--- config.mk ---
export PLATFORM = sky130hd
export DESIGN_NAME = button_input_ctrl
export DESIGN_NICKNAME = d
export VERILOG_FILES = /design/src/rtl/button_input_pkg.sv /design/src/rtl/button_input_ctrl_channel.sv /design/src/rtl/button_input_ctrl.sv
export SDC_FILE = /design/constraint.sdc
export NUM_CORES = 1
export LEC_CHECK = 0
export ABC_AREA = 1
export BUFFER_PORTS_ARGS = -buffer_cell sky130_fd_sc_hd__buf_2
export CAP_MARGIN = 30
export CORE_MARGIN = 2
export CORE_UTILIZATION = 60
export CTS_CLUSTER_DIAMETER = 150
export DETAILED_ROUTE_END_ITERATION = 10
export PLACE_DENSITY = 0.78
export SLEW_MARGIN = 20
export SYNTH_ARGS = -nofsm -noshare
export SYNTH_HDL_FRONTEND = slang
export SYNTH_SLANG_ARGS = --single-unit
--- constraint.sdc ---
create_clock -name i_clock -period 3.3 [get_ports i_clock]
set_input_delay 0.66 -clock i_clock [delete_from_list [all_inputs] [get_ports i_clock]]
set_output_delay 0.66 -clock i_clock [all_outputs]
set_load 0.01 [all_outputs]
--- src/rtl/button_input_pkg.sv ---
// Shared state encoding, 100 MHz timing defaults and counter width helper
// for the button input controller.
package button_input_pkg;

  typedef enum logic [1:0] {
    IDLE      = 2'd0,
    PRESS_CHK = 2'd1,
    HELD      = 2'd2,
    REL_CHK   = 2'd3
  } btn_state_e;

  localparam int DEF_N_BUTTONS      = 4;
  localparam int DEF_TICK_DIV       = 100000;
  localparam int DEF_DEBOUNCE_TICKS = 10;
  localparam int DEF_REPEAT_EN      = 1;
  localparam int DEF_REPEAT_DELAY   = 400;
  localparam int DEF_REPEAT_RATE    = 100;

  function automatic int cnt_w(input int max_val);
    return $clog2(max_val) + 1;
  endfunction

endpackage

--- src/rtl/button_input_ctrl_channel.sv ---
// One button channel: tick-based debounce FSM with press/release/auto-repeat pulses.
//
// state     | meaning
// IDLE      | debounced level low, input low
// PRESS_CHK | input high, counting stable ticks toward a press
// HELD      | press accepted, counting ticks toward the next repeat
// REL_CHK   | input low while held, counting stable ticks toward a release
module button_channel
  import button_input_pkg::*;
#(
  parameter int DEBOUNCE_TICKS = DEF_DEBOUNCE_TICKS,
  parameter int REPEAT_EN      = DEF_REPEAT_EN,
  parameter int REPEAT_DELAY   = DEF_REPEAT_DELAY,
  parameter int REPEAT_RATE    = DEF_REPEAT_RATE
) (
  input  logic i_clock,
  input  logic i_reset,
  input  logic i_tick,
  input  logic i_button,
  output logic o_level,
  output logic o_press,
  output logic o_release,
  output logic o_repeat
);

  localparam int DEB_W = cnt_w(DEBOUNCE_TICKS);
  localparam int RPT_W = cnt_w(REPEAT_DELAY);
  localparam logic [DEB_W-1:0] DEB_LAST   = DEB_W'(DEBOUNCE_TICKS);
  localparam logic [RPT_W-1:0] RPT_LAST   = RPT_W'(REPEAT_DELAY);
  localparam logic [RPT_W-1:0] RPT_RELOAD =
    RPT_W'((REPEAT_DELAY >= REPEAT_RATE) ? (REPEAT_DELAY - REPEAT_RATE) : 0);

  btn_state_e       state_q, state_d;
  logic [DEB_W-1:0] deb_q, deb_d, deb_inc;
  logic [RPT_W-1:0] rpt_q, rpt_d, rpt_inc;
  logic             level_q, level_d;
  logic             press_q, press_d;
  logic             release_q, release_d;
  logic             repeat_q, repeat_d;

  always_comb begin
    state_d   = state_q;
    deb_d     = deb_q;
    rpt_d     = rpt_q;
    level_d   = level_q;
    press_d   = 1'b0;
    release_d = 1'b0;
    repeat_d  = 1'b0;
    deb_inc   = deb_q + DEB_W'(1);
    rpt_inc   = rpt_q + RPT_W'(1);

    case (state_q)
      IDLE: begin
        if (i_button) begin
          state_d = PRESS_CHK;
          deb_d   = '0;
        end
      end
      PRESS_CHK: begin
        if (!i_button) begin
          state_d = IDLE;
          deb_d   = '0;
        end else if (i_tick) begin
          if (deb_inc == DEB_LAST) begin
            state_d = HELD;
            deb_d   = '0;
            rpt_d   = '0;
            level_d = 1'b1;
            press_d = 1'b1;
          end else begin
            deb_d = deb_inc;
          end
        end
      end
      HELD: begin
        if (!i_button) begin
          state_d = REL_CHK;
          deb_d   = '0;
        end else if (i_tick && (REPEAT_EN != 0)) begin
          // Reloading below REPEAT_DELAY gives the steady REPEAT_RATE cadence.
          if (rpt_inc == RPT_LAST) begin
            repeat_d = 1'b1;
            rpt_d    = RPT_RELOAD;
          end else begin
            rpt_d = rpt_inc;
          end
        end
      end
      REL_CHK: begin
        if (i_button) begin
          state_d = HELD;
        end else if (i_tick) begin
          if (deb_inc == DEB_LAST) begin
            state_d   = IDLE;
            deb_d     = '0;
            level_d   = 1'b0;
            release_d = 1'b1;
          end else begin
            deb_d = deb_inc;
          end
        end
      end
      default: state_d = IDLE;
    endcase
  end

  always_ff @(posedge i_clock) begin
    if (i_reset) begin
      state_q   <= IDLE;
      deb_q     <= '0;
      rpt_q     <= '0;
      level_q   <= 1'b0;
      press_q   <= 1'b0;
      release_q <= 1'b0;
      repeat_q  <= 1'b0;
    end else begin
      state_q   <= state_d;
      deb_q     <= deb_d;
      rpt_q     <= rpt_d;
      level_q   <= level_d;
      press_q   <= press_d;
      release_q <= release_d;
      repeat_q  <= repeat_d;
    end
  end

  assign o_level   = level_q;
  assign o_press   = press_q;
  assign o_release = release_q;
  assign o_repeat  = repeat_q;

endmodule

--- src/rtl/button_input_ctrl.sv ---
// Button input controller: shared tick prescaler feeding N independent
// debounce/auto-repeat channels.
module button_input_ctrl
  import button_input_pkg::*;
#(
  parameter int N_BUTTONS      = DEF_N_BUTTONS,
  parameter int TICK_DIV       = DEF_TICK_DIV,
  parameter int DEBOUNCE_TICKS = DEF_DEBOUNCE_TICKS,
  parameter int REPEAT_EN      = DEF_REPEAT_EN,
  parameter int REPEAT_DELAY   = DEF_REPEAT_DELAY,
  parameter int REPEAT_RATE    = DEF_REPEAT_RATE
) (
  input  logic                 i_clock,
  input  logic                 i_reset,
  input  logic [N_BUTTONS-1:0] i_buttons,
  output logic [N_BUTTONS-1:0] o_level,
  output logic [N_BUTTONS-1:0] o_press,
  output logic [N_BUTTONS-1:0] o_release,
  output logic [N_BUTTONS-1:0] o_repeat,
  output logic                 o_tick
);

  localparam int TICK_W = cnt_w(TICK_DIV);
  localparam logic [TICK_W-1:0] TICK_LAST = TICK_W'(TICK_DIV - 1);
  localparam bit PARAMS_OK = (DEBOUNCE_TICKS >= 1) &&
    ((REPEAT_EN == 0) || ((REPEAT_RATE >= 1) && (REPEAT_DELAY >= REPEAT_RATE)));

  logic [TICK_W-1:0] tick_cnt_q, tick_cnt_d;
  logic              tick_q, tick_d;

  always_comb begin
    tick_d     = 1'b0;
    tick_cnt_d = tick_cnt_q + TICK_W'(1);
    if (tick_cnt_q == TICK_LAST) begin
      tick_cnt_d = '0;
      tick_d     = 1'b1;
    end
  end

  always_ff @(posedge i_clock) begin
    if (i_reset) begin
      tick_cnt_q <= '0;
      tick_q     <= 1'b0;
    end else begin
      tick_cnt_q <= tick_cnt_d;
      tick_q     <= tick_d;
    end
  end

  assign o_tick = tick_q;

  a_params_ok : assert property (@(posedge i_clock) PARAMS_OK)
    else $error("button_input_ctrl: illegal debounce/repeat parameters");

  for (genvar gi = 0; gi < N_BUTTONS; gi++) begin : g_ch
    button_channel #(
      .DEBOUNCE_TICKS (DEBOUNCE_TICKS),
      .REPEAT_EN      (REPEAT_EN),
      .REPEAT_DELAY   (REPEAT_DELAY),
      .REPEAT_RATE    (REPEAT_RATE)
    ) u_ch (
      .i_clock   (i_clock),
      .i_reset   (i_reset),
      .i_tick    (tick_q),
      .i_button  (i_buttons[gi]),
      .o_level   (o_level[gi]),
      .o_press   (o_press[gi]),
      .o_release (o_release[gi]),
      .o_repeat  (o_repeat[gi])
    );
  end

endmodule

==> results of run 1 <==
how the worst max path moves through the flow:
| stage | start | to | slack [ps] |
|---|---|---|---|
| finish | o_tick$_SDFF_PP0_ | o_tick | 1350 |
| global route | g_ch[2].u_ch.deb_q[1]$_SDFFE_PP0P_ | g_ch[2].u_ch.rpt_q[4]$_SDFFE_PP0P_ | 1130 |
| CTS | o_tick$_SDFF_PP0_ | o_tick | 1330 |
| detailed placement | i_reset | tick_cnt_q[5]$_SDFF_PP0_ | 1230 |
| global placement | i_reset | tick_cnt_q[5]$_SDFF_PP0_ | 1340 |
| floorplan | i_reset | g_ch[1].u_ch.rpt_q[4]$_SDFFE_PP0P_ | 1640 |
registers in the layout, indices dropped and copies added, names as in the netlist, named ones only:
signal,flops
g_ch.u_ch.deb_q,20
g_ch.u_ch.o_level,4
g_ch.u_ch.o_press,4
g_ch.u_ch.o_release,4
g_ch.u_ch.o_repeat,4
g_ch.u_ch.rpt_q,40
g_ch.u_ch.state_q,4
o_tick,1
tick_cnt_q,18
cell type report:
cell class | instances | area, um^2 | area share, %
Clock buffer | 9 | 124 | 2.01
Clock inverter | 7 | 56.3 | 0.913
Inverter | 114 | 428 | 6.94
Multi-Input combinational cell | 631 | 3200 | 51.9
Sequential cell | 103 | 2060 | 33.4
Tap cell | 133 | 166 | 2.70
Timing Repair Buffer | 25 | 133 | 2.15
layer usage:
| layer | vias up | track usage, % |
|---|---|---|
| li1 | 2829 | - |
| met1 | 2422 | 30.8 |
| met2 | 95 | 40.6 |
| met3 | 16 | 3.53 |
| met4 | 0 | 9.82 |
| met5 | - | 0 |
where the power goes:
part	internal [mW]	leakage (nW)	switching (mW)	total (mW)
Clock	0.283	0.0902	0.452	0.734
Sequential	1.26	0.832	0.0195	1.28
Combinational	0.0481	1.53	0.113	0.161
cells in the mapped netlist (13+ instances only):
library cell / number
a21oi_1: 62
o21ai_0: 13
nand3_1: 69
nand4_1: 17
buf_4: 18
nand2_1: 223
nor3_1: 23
ha_1: 13
inv_1: 109
xor2_1: 15
nor2_1: 92
dfxtp_1: 103
logic make-up (layout without fill, tap and decap cells):
logic type	Yosys count	count (layout)	share of synthesized area (%)
xor gates and xnor gates	26	26	3.87
and+or+nand+nor	484	484	37.3
adders and majority gates	13	13	2.77
buffers and inverters	145	155	10.5
AOI/OAI and AO/OA	108	108	10.5
DFF	103	103	35.1
stage by stage:
| step | power [mW] | setup WS (ps) | cells | instance area [um^2] | hold slack, ps |
|---|---|---|---|---|---|
| 2_1_floorplan | 1.42 | 1640 | 879 | 5880 | 421 |
| 3_5_place_dp | 1.46 | 1230 | 1006 | 5990 | 437 |
| 4_1_cts | 2.19 | 1330 | 1022 | 6170 | 453 |
| 6_report | 2.17 | 1350 | 1022 | 6170 | 452 |
| 5_1_grt | 2.27 | 1130 | 1022 | 6170 | 492 |
| 3_3_place_gp | 1.46 | 1340 | 1006 | 5990 | 427 |
worst reg2reg max path, stage by stage, from the launching register on:
cell and delay (ps):
dfxtp_1 410, ha_1 220, nand3_1 140, xnor2_1 160, nor2_1 120, nand3_1 90, nand2_1 90, nand3_1 310
a21oi_1 250, nor2_1 50
==> flow_metrics.tcl, run 1 <==
set metrics [dict create \
    status "completed" \
    die_height_um 103 \
    grt_max_degree 51 \
    via_count 5362 \
    vias_per_cell 5.25 \
    die_width_um 103 \
    dr.pass1.iters 4 \
    hpwlAfterDp_mm 8.90 \
    synth_fp_nets 898 \
    layout_commonest_cell "nand2_1" \
    core_area_mm2 0.00964 \
    yosysSeqAreaShare_pct 35.1 \
    postCtsSetupBuffers 0 \
    syn_area_mm2 0.00588 \
    hold_depth 2 \
    path_buf_inv 2 \
    max_freq_mhz 513 \
    numCtsBuffers 9 \
    final_layout_size_suffix_gt1_share_pct 10.1 \
    routed.top_layer "met4" \
    cts_tree "yes" \
    slew_headroom_pct 60.7 \
    start_util_pct 61.0 \
    grt_pass1_vias 4865 \
    grt.overflow.total 0 \
    crit_path_max_incr_delay_ps 490 \
    synth-seq-cells 103 \
    critical_path_class "flop to primary output" \
    routed_wl_mm 12.0 \
    synth.yosys.warnings 0 \
    worstReg2RegStart "g_ch[3].u_ch.deb_q[0]$_SDFFE_PP0P_" \
    cpLargestDelayFamily "flip-flops" \
    crit_fanout 15 \
    clk_latency_ps 360 \
    setup_viol 0 \
    root_buffer "clkbuf_8" \
    yosysTopAreaCell "dfxtp_1" \
    track_usage_pct 24.0 \
    rows 36 \
    slowest_stage "dfxtp_1" \
    start_kind "flop" \
    die_area_mm2 0.0106 \
    avgSynthCellArea_um2 6.69 \
    end_kind "primary output" \
    fillers 934 \
    slew_violations 0 \
    drt-initial-drc-count 280 \
    synth_top_area_share_pct 35.1 \
    syn_to_final_growth_pct 4.96 \
    ys.flop_type "dfxtp_1" \
    dr_wl_met2_mm 5.66 \
    post_drt_wl_per_cell_um 11.8 \
    fin_util_pct 64.0 \
    cts_hold_buf 0 \
    async_flop_share_pct 0 \
    nNetsFinal 903 \
    r2r-end "g_ch[3].u_ch.rpt_q[4]$_SDFFE_PP0P_" \
    reg2regPathDepth 9 \
    fin_crit_ps 1950 \
    max-vdd-ir-drop_mv 0.219 \
    layout_common_cells "nand2_1, inv_1, dfxtp_1, nor2_1, nand3_1" \
    rsz0062_at_grt "false" \
    skew_ps 7.54 \
    drc 0 \
    whs_endpoint "g_ch[1].u_ch.o_level$_SDFFE_PP0P_" \
    cp_cell_sequence "buf_4 > buf_2" \
    wl_met1_mm 5.81 \
    hp-class "flop to flop" \
    syn-instance-count 879 \
    yosysUniqueCellTypes 40 \
    routabilityCongestion 0.855 \
    met3WireLength_um 376 \
    tns_ps 0 \
    netlist_top_cells_area "dfxtp_1, nand2_1, inv_1" \
    hold_viol 0 \
    port_buffers 22 \
    cp.required_ps 2640 \
    synth_edf_count 0 \
    diodes 0 \
    cts.clk_slew.worst_paths_ps 100 \
    antenna_found_initial 0 \
    arrival_ps 1290 \
    ant_nets 0 \
    ios 23 \
    cts_resized 0 \
    p_leak_nw 2.45 \
    path_depth 2 \
    cts_sinks 103 \
    h-tree-depth 3 \
    reg2reg_slack_ps 1360 \
    tightest_slew_ps 589 \
    power_density_mw_per_mm2 352 \
    cap_violations 0 \
    min_period_over_period_pct 59.1 \
    grt_pass1_wl_mm 20.6 \
    min_from "g_ch[1].u_ch.o_level$_SDFFE_PP0P_" \
    clockBufferDepth 2 \
]
No activity file was read; power rests on OpenSTA's default activity.
==> run 2, diff against run 1 <==
--- a/config.mk
+++ b/config.mk
@@ -5,14 +5,14 @@
 export SDC_FILE = /design/constraint.sdc
 export NUM_CORES = 1
 export LEC_CHECK = 0
-export ABC_AREA = 1
+export ABC_AREA = 0
 export BUFFER_PORTS_ARGS = -buffer_cell sky130_fd_sc_hd__buf_2
 export CAP_MARGIN = 30
 export CORE_MARGIN = 2
-export CORE_UTILIZATION = 60
+export CORE_UTILIZATION = 56
 export CTS_CLUSTER_DIAMETER = 150
 export DETAILED_ROUTE_END_ITERATION = 10
-export PLACE_DENSITY = 0.78
+export PLACE_DENSITY = 0.76
 export SLEW_MARGIN = 20
 export SYNTH_ARGS = -nofsm -noshare
 export SYNTH_HDL_FRONTEND = slang
==> constraint.sdc (replaced) <==
create_clock -name i_clock -period 1.6 [get_ports i_clock]
set_input_delay 0.32 -clock i_clock [delete_from_list [all_inputs] [get_ports i_clock]]
set_output_delay 0.32 -clock i_clock [all_outputs]
set_load 0.01 [all_outputs]
==> flow_metrics.tcl, run 2 <==
set metrics [dict create \
    hpwlAfterDp_mm 9.60 \
    track_usage_pct 26.7 \
    p_comb_share_pct 4.8 \
    final_layout_size_suffix_gt1_share_pct 39.5 \
    cts_tree "yes" \
    h-tree-depth 3 \
    synth_fp_nets 699 \
    synth_edf_count 0 \
    slew_headroom_pct 67.8 \
    clockPowerShare_pct 37.4 \
    max-vdd-ir-drop_mv 0.724 \
    ant_nets 0 \
    cts_sinks 103 \
    fin_util_pct 79.2 \
    cts_hold_buf 0 \
    fin_cells 945 \
    yosysUniqueCellTypes 67 \
    die_height_um 103 \
    drc 0 \
    p_sw_mw 1.05 \
    numCtsBuffers 9 \
    synth-seq-cells 103 \
    die_width_um 103 \
    netlist_top_cells_area "dfxtp_1, nor2_1, xor2_1" \
    min_period_over_period_pct 119 \
    arrival_ps 2170 \
    via_count 5608 \
    yosysSeqAreaShare_pct 37.2 \
    syn_to_final_growth_pct 38.5 \
    max_freq_mhz 524 \
    rows 36 \
    rsz0062_at_grt "true" \
    setup_viol 55 \
    cp.required_ps 1860 \
    root_buffer "clkbuf_8" \
    hp-class "input port to flop" \
    holdWs_ps 235 \
    slew_violations 0 \
    skew_ps 12.6 \
    clk_latency_ps 380 \
    diodes 0 \
    dr.pass1.iters 5 \
    netSwitchingFraction_pct 23.6 \
    largest_reg_flops 40 \
    hold_viol 0 \
    start_util_pct 57.2 \
    end_kind "flop" \
    drt-initial-drc-count 332 \
    antenna_found_initial 0 \
    vias_per_cell 5.93 \
    reg2regPathDepth 7 \
    grt.overflow.total 0 \
    finalPower_mw 4.46 \
    synth_top_area_share_pct 37.2 \
    power_density_mw_per_mm2 582 \
    ios 23 \
    synth.yosys.warnings 0 \
    cap_violations 0 \
    regMostFlops "g_ch.u_ch.rpt_q" \
    ys.flop_type "dfxtp_1" \
    seq_power_share_pct 57.8 \
    die_area_mm2 0.0107 \
    core_area_mm2 0.00968 \
    p_int_mw 3.41 \
    crit_fanout 4 \
    grt_max_degree 18 \
    avgSynthCellArea_um2 8.14 \
    status "finished, violations left" \
    top_regs "g_ch.u_ch.rpt_q: 40 flops, g_ch.u_ch.deb_q: 20 flops, tick_cnt_q: 18 flops" \
    placed_cells 905 \
    routed_wl_mm 15.6 \
    synth_common_cells "dfxtp_1, nor2_1, nand2_1, a21oi_1, nand3_1" \
    tightest_slew_ps 479 \
    yosysMostFrequentCell "dfxtp_1" \
    hold_depth 2 \
    grt_pass1_wl_mm 22.9 \
    syn-instance-count 680 \
    critical_path_class "flop to flop" \
    nNetsFinal 826 \
    yosysTopAreaCell "dfxtp_1" \
    p_leak_nw 2.88 \
    async_flop_share_pct 0 \
    fin_crit_ps 1910 \
    violations "negative setup slack" \
    cts.clk_slew.worst_paths_ps 100 \
    grt_pass1_vias 5126 \
    start_kind "flop" \
    post_drt_wl_per_cell_um 16.5 \
    port_buffers 22 \
    layout_common_cells "buf_4, nor2_1, dfxtp_1, nand2_1, nand3_1" \
    layout_commonest_cell "buf_4" \
    clockBufferDepth 2 \
    routabilityCongestion 0.861 \
    tns_ps -4930 \
    setup_ws_ps -309 \
    syn_area_mm2 0.00554 \
]
## run 2: changes by cell type in the layout (fill, tap and decap cells not counted), moves of 11 or more
| cell | previous run | this run |
|---|---|---|
| buf_6 | 0 | 15 |
| nand3_1 | 69 | 33 |
| nand2_1 | 223 | 36 |
| buf_4 | 3 | 127 |
| dfxtp_1 | 103 | 70 |
| dfxtp_2 | 0 | 21 |
| dfxtp_4 | 0 | 12 |
| nor3_1 | 23 | 10 |
| inv_1 | 109 | 25 |
| nand2b_1 | 0 | 11 |
| a21oi_1 | 62 | 29 |
| nor2_1 | 92 | 73 |
## run 2: critical path: stages, from the launching register on
cell and delay [ps]:
dfxtp_4 380, ha_4 140, nand2_4 50, or4_4 510, a31oi_4 200, o2111ai_4 170
a32oi_1 260, a21oi_1 90
## run 2: worst paths after layout
path,endpoint,slack [ps],startpoint
worst max-delay path,g_ch[3].u_ch.rpt_q[7]$_SDFFE_PP0P_,-310,g_ch[3].u_ch.rpt_q[0]$_SDFFE_PP0P_
worst min-delay path,g_ch[0].u_ch.o_release$_SDFF_PP0_,230,i_buttons[0]
worst max register to register,g_ch[3].u_ch.rpt_q[7]$_SDFFE_PP0P_,-310,g_ch[3].u_ch.rpt_q[0]$_SDFFE_PP0P_
worst min register to register,g_ch[2].u_ch.rpt_q[9]$_SDFFE_PP0P_,490,g_ch[2].u_ch.rpt_q[9]$_SDFFE_PP0P_
## run 2: power by group through the flow
stage / Combinational [mW] / Sequential, mW / Clock [mW]
final: 0.214 / 2.58 / 1.67
after global routing: 0.231 / 2.58 / 1.78
after CTS: 0.193 / 2.58 / 1.68
after floorplan: 0.133 / 2.64 / 0
after global placement: 0.181 / 2.65 / 0
after detailed placement: 0.187 / 2.65 / 0
## run 2: what timing repair did
action	CTS	global route
gates cloned	1	0
endpoints found under the hold margin	0	0
resized for setup	73	79
setup endpoints to repair	51	86
pin swaps	50	38
setup buffers	15	8
## run 2: per-layer routing
layer	wire length, um	global-route usage (%)
met5	0	0
met4	332	9.92
met3	576	5.38
met2	8140	47.9
met1	6510	31.4
## run 2: logic make-up (layout without fill, tap and decap cells)
| group | Yosys count | count (layout) | share of synthesized area (%) |
|---|---|---|---|
| xor+xnor | 41 | 41 | 6.49 |
| flops | 103 | 103 | 37.2 |
| compound gates | 152 | 153 | 18.6 |
| simple gates | 292 | 292 | 27.9 |
| mux | 1 | 1 | 0.181 |
| buf+inv | 77 | 208 | 6.49 |
| fa+ha+maj | 14 | 14 | 3.12 |
## run 2: cell type report
class	count	area, um^2
clock buffer	13	149
clock inverter	3	43.8
fill	586	2020
inverter	27	101
multi-input combinational	501	3820
sequential	103	2130
tap	133	166
timing repair buffer	165	1250
## run 2: per-stage QoR
| step | instance area (um^2) | setup WS, ps |
|---|---|---|
| finish | 7670 | -309 |
| floorplan | 5760 | -224 |
| global placement | 6650 | -263 |
| detailed placement | 6650 | -335 |
| CTS | 7280 | -318 |
| global route | 7670 | -364 |
==> run 3, diff against run 2 <==
--- a/config.mk
+++ b/config.mk
@@ -9,10 +9,10 @@
 export BUFFER_PORTS_ARGS = -buffer_cell sky130_fd_sc_hd__buf_2
 export CAP_MARGIN = 30
 export CORE_MARGIN = 2
-export CORE_UTILIZATION = 56
+export CORE_UTILIZATION = 60
 export CTS_CLUSTER_DIAMETER = 150
 export DETAILED_ROUTE_END_ITERATION = 10
-export PLACE_DENSITY = 0.76
+export PLACE_DENSITY = 0.75
 export SLEW_MARGIN = 20
 export SYNTH_ARGS = -nofsm -noshare
 export SYNTH_HDL_FRONTEND = slang
==> constraint.sdc (replaced) <==
create_clock -name i_clock -period 2 [get_ports i_clock]
set_input_delay 0.4 -clock i_clock [delete_from_list [all_inputs] [get_ports i_clock]]
set_output_delay 0.4 -clock i_clock [all_outputs]
set_load 0.01 [all_outputs]
==> flow_metrics.tcl, run 3 (same netlist as run 2, synthesis figures left out) <==
set metrics [dict create \
    p_int_mw 2.72 \
    drc 0 \
    port_buffers 22 \
    slew_headroom_pct 58.1 \
    slew_violations 0 \
    dr_wl_met2_mm 5.51 \
    crit_fanout 6 \
    grt.overflow.total 0 \
    nNetsFinal 703 \
    hpwlAfterDp_mm 7.83 \
    via_count 4827 \
    grt_max_degree 31 \
    path_buf_inv 0 \
    root_buffer "clkbuf_8" \
    reg2reg_slack_ps 70 \
    p_comb_share_pct 3.8 \
    p_leak_nw 2.14 \
    end_kind "flop" \
    max-vdd-ir-drop_mv 0.453 \
    routed.top_layer "met4" \
    cp_cell_sequence "ha_1 > nand2_1 > or4_4 > a31oi_4 > o2111ai_4 > a32oi_1 > a21oi_1" \
    start_kind "flop" \
    vias_per_cell 6.03 \
    crit_path_max_incr_delay_ps 500 \
    status "completed" \
    routabilityCongestion 0.882 \
    setup_viol 0 \
    post_drt_wl_per_cell_um 13.9 \
    layout_commonest_cell "dfxtp_1" \
    hold_viol 0 \
    clk_latency_ps 360 \
    fin_crit_ps 1930 \
    p_sw_mw 0.777 \
    postCtsSetupBuffers 0 \
    seq_power_share_pct 59.4 \
    regMostFlops "g_ch.u_ch.rpt_q" \
    critical_path_class "flop to flop" \
    routed_wl_mm 11.1 \
    met3WireLength_um 300 \
    arrival_ps 2170 \
    cts.clk_slew.worst_paths_ps 100 \
    clockBufferDepth 2 \
    netSwitchingFraction_pct 22.2 \
    final_layout_size_suffix_gt1_share_pct 12.6 \
    cap_violations 0 \
    power_density_mw_per_mm2 584 \
    cts_hold_buf 0 \
    antenna_found_initial 0 \
    cp.required_ps 2240 \
    h-tree-depth 3 \
    cts_sinks 103 \
    die_height_um 100 \
    die_width_um 100 \
    largest_reg_flops 40 \
    start_util_pct 60.8 \
    grt_pass1_wl_mm 18.5 \
    fillers 784 \
    core_area_mm2 0.00911 \
    dr.pass1.iters 4 \
    max_freq_mhz 518 \
    rows 35 \
    layout_common_cells "dfxtp_1, nor2_1, nand2_1, a21oi_1, nand3_1" \
    drt-initial-drc-count 173 \
    numCtsBuffers 9 \
    top_regs "g_ch.u_ch.rpt_q: 40 flops, g_ch.u_ch.deb_q: 20 flops, tick_cnt_q: 18 flops" \
    diodes 0 \
    tightest_slew_ps 629 \
    skew_ps 17.1 \
    track_usage_pct 22.0 \
    clockPowerShare_pct 36.8 \
    min_period_over_period_pct 96.5 \
    holdWs_ps 324 \
    cpLargestDelayFamily "compound AO/OA/AOI/OAI gates" \
    die_area_mm2 0.0100 \
    ant_nets 0 \
    cts_tree "yes" \
    hp-class "input port to flop" \
    wl_met1_mm 5.21 \
    grt_pass1_vias 4312 \
    syn_to_final_growth_pct 8.16 \
    fin_util_pct 65.7 \
    slowest_stage "or4_4" \
    ios 23 \
]
-- run 3: cell types whose count changed in the layout (fill, tap and decap cells not counted), sizes merged --
| cell | previous run | this run |
|---|---|---|
| buf | 165 | 43 |
| clkinvlp | 1 | 0 |
| o21a | 9 | 8 |
| inv | 28 | 27 |
| clkbuf | 13 | 11 |
| clkinv | 0 | 4 |
-- run 3: area by class of cell --
cell class	count	area (um^2)	area share, %
inverter	27	101	1.69
clock inverter	5	57.6	0.961
tap	111	139	2.32
sequential	103	2080	34.7
multi-input combinational	500	3190	53.3
clock buffer	11	141	2.36
timing repair buffer	43	280	4.68
-- run 3: worst paths after layout --
| check | from | cells after the start | endpoint |
|---|---|---|---|
| worst max-delay path | g_ch[3].u_ch.rpt_q[1]$_SDFFE_PP0P_ | 7 | g_ch[3].u_ch.rpt_q[7]$_SDFFE_PP0P_ |
| worst min-delay path | i_buttons[0] | 2 | g_ch[0].u_ch.o_release$_SDFF_PP0_ |
| worst max register to register | g_ch[3].u_ch.rpt_q[1]$_SDFFE_PP0P_ | 7 | g_ch[3].u_ch.rpt_q[7]$_SDFFE_PP0P_ |
| worst min register to register | g_ch[0].u_ch.rpt_q[9]$_SDFFE_PP0P_ | 2 | g_ch[0].u_ch.rpt_q[9]$_SDFFE_PP0P_ |
-- run 3: metal layers --
layer	track usage [%]	vias to the layer above
met5	0	-
li1	-	2450
met1	28.3	2297
met2	37.8	72
met3	3.90	8
met4	6.95	0
-- run 3: power groups by stage --
stage               sequential [mW]  clock [mW]  combinational [mW]
finish                         2.08        1.29               0.132
global route                   2.08        1.41               0.146
CTS                            2.08        1.35               0.130
detailed placement             2.13           0               0.130
global placement               2.13           0               0.126
floorplan                      2.12           0               0.105
-- run 3: timing repair --
item / 4_1_cts / 5_1_grt
setup endpoints to repair: 2 / 29
pin swaps: 0 / 2
gates resized for setup: 3 / 25
endpoints found under the hold margin: 0 / 0
-- run 3: per-stage QoR --
step / std cells / power (mW) / setup TNS, ps / area (um^2) / worst slack [ps]
finish: 800 / 3.50 / 0 / 5990 / 69.3
global route: 800 / 3.64 / -47.8 / 5990 / -30.7
floorplan: 680 / 2.23 / 0 / 5540 / 55.4
detailed placement: 784 / 2.26 / -41.4 / 5700 / -41.4
CTS: 800 / 3.56 / 0 / 5900 / 8.33
global placement: 784 / 2.25 / 0 / 5700 / 68.4
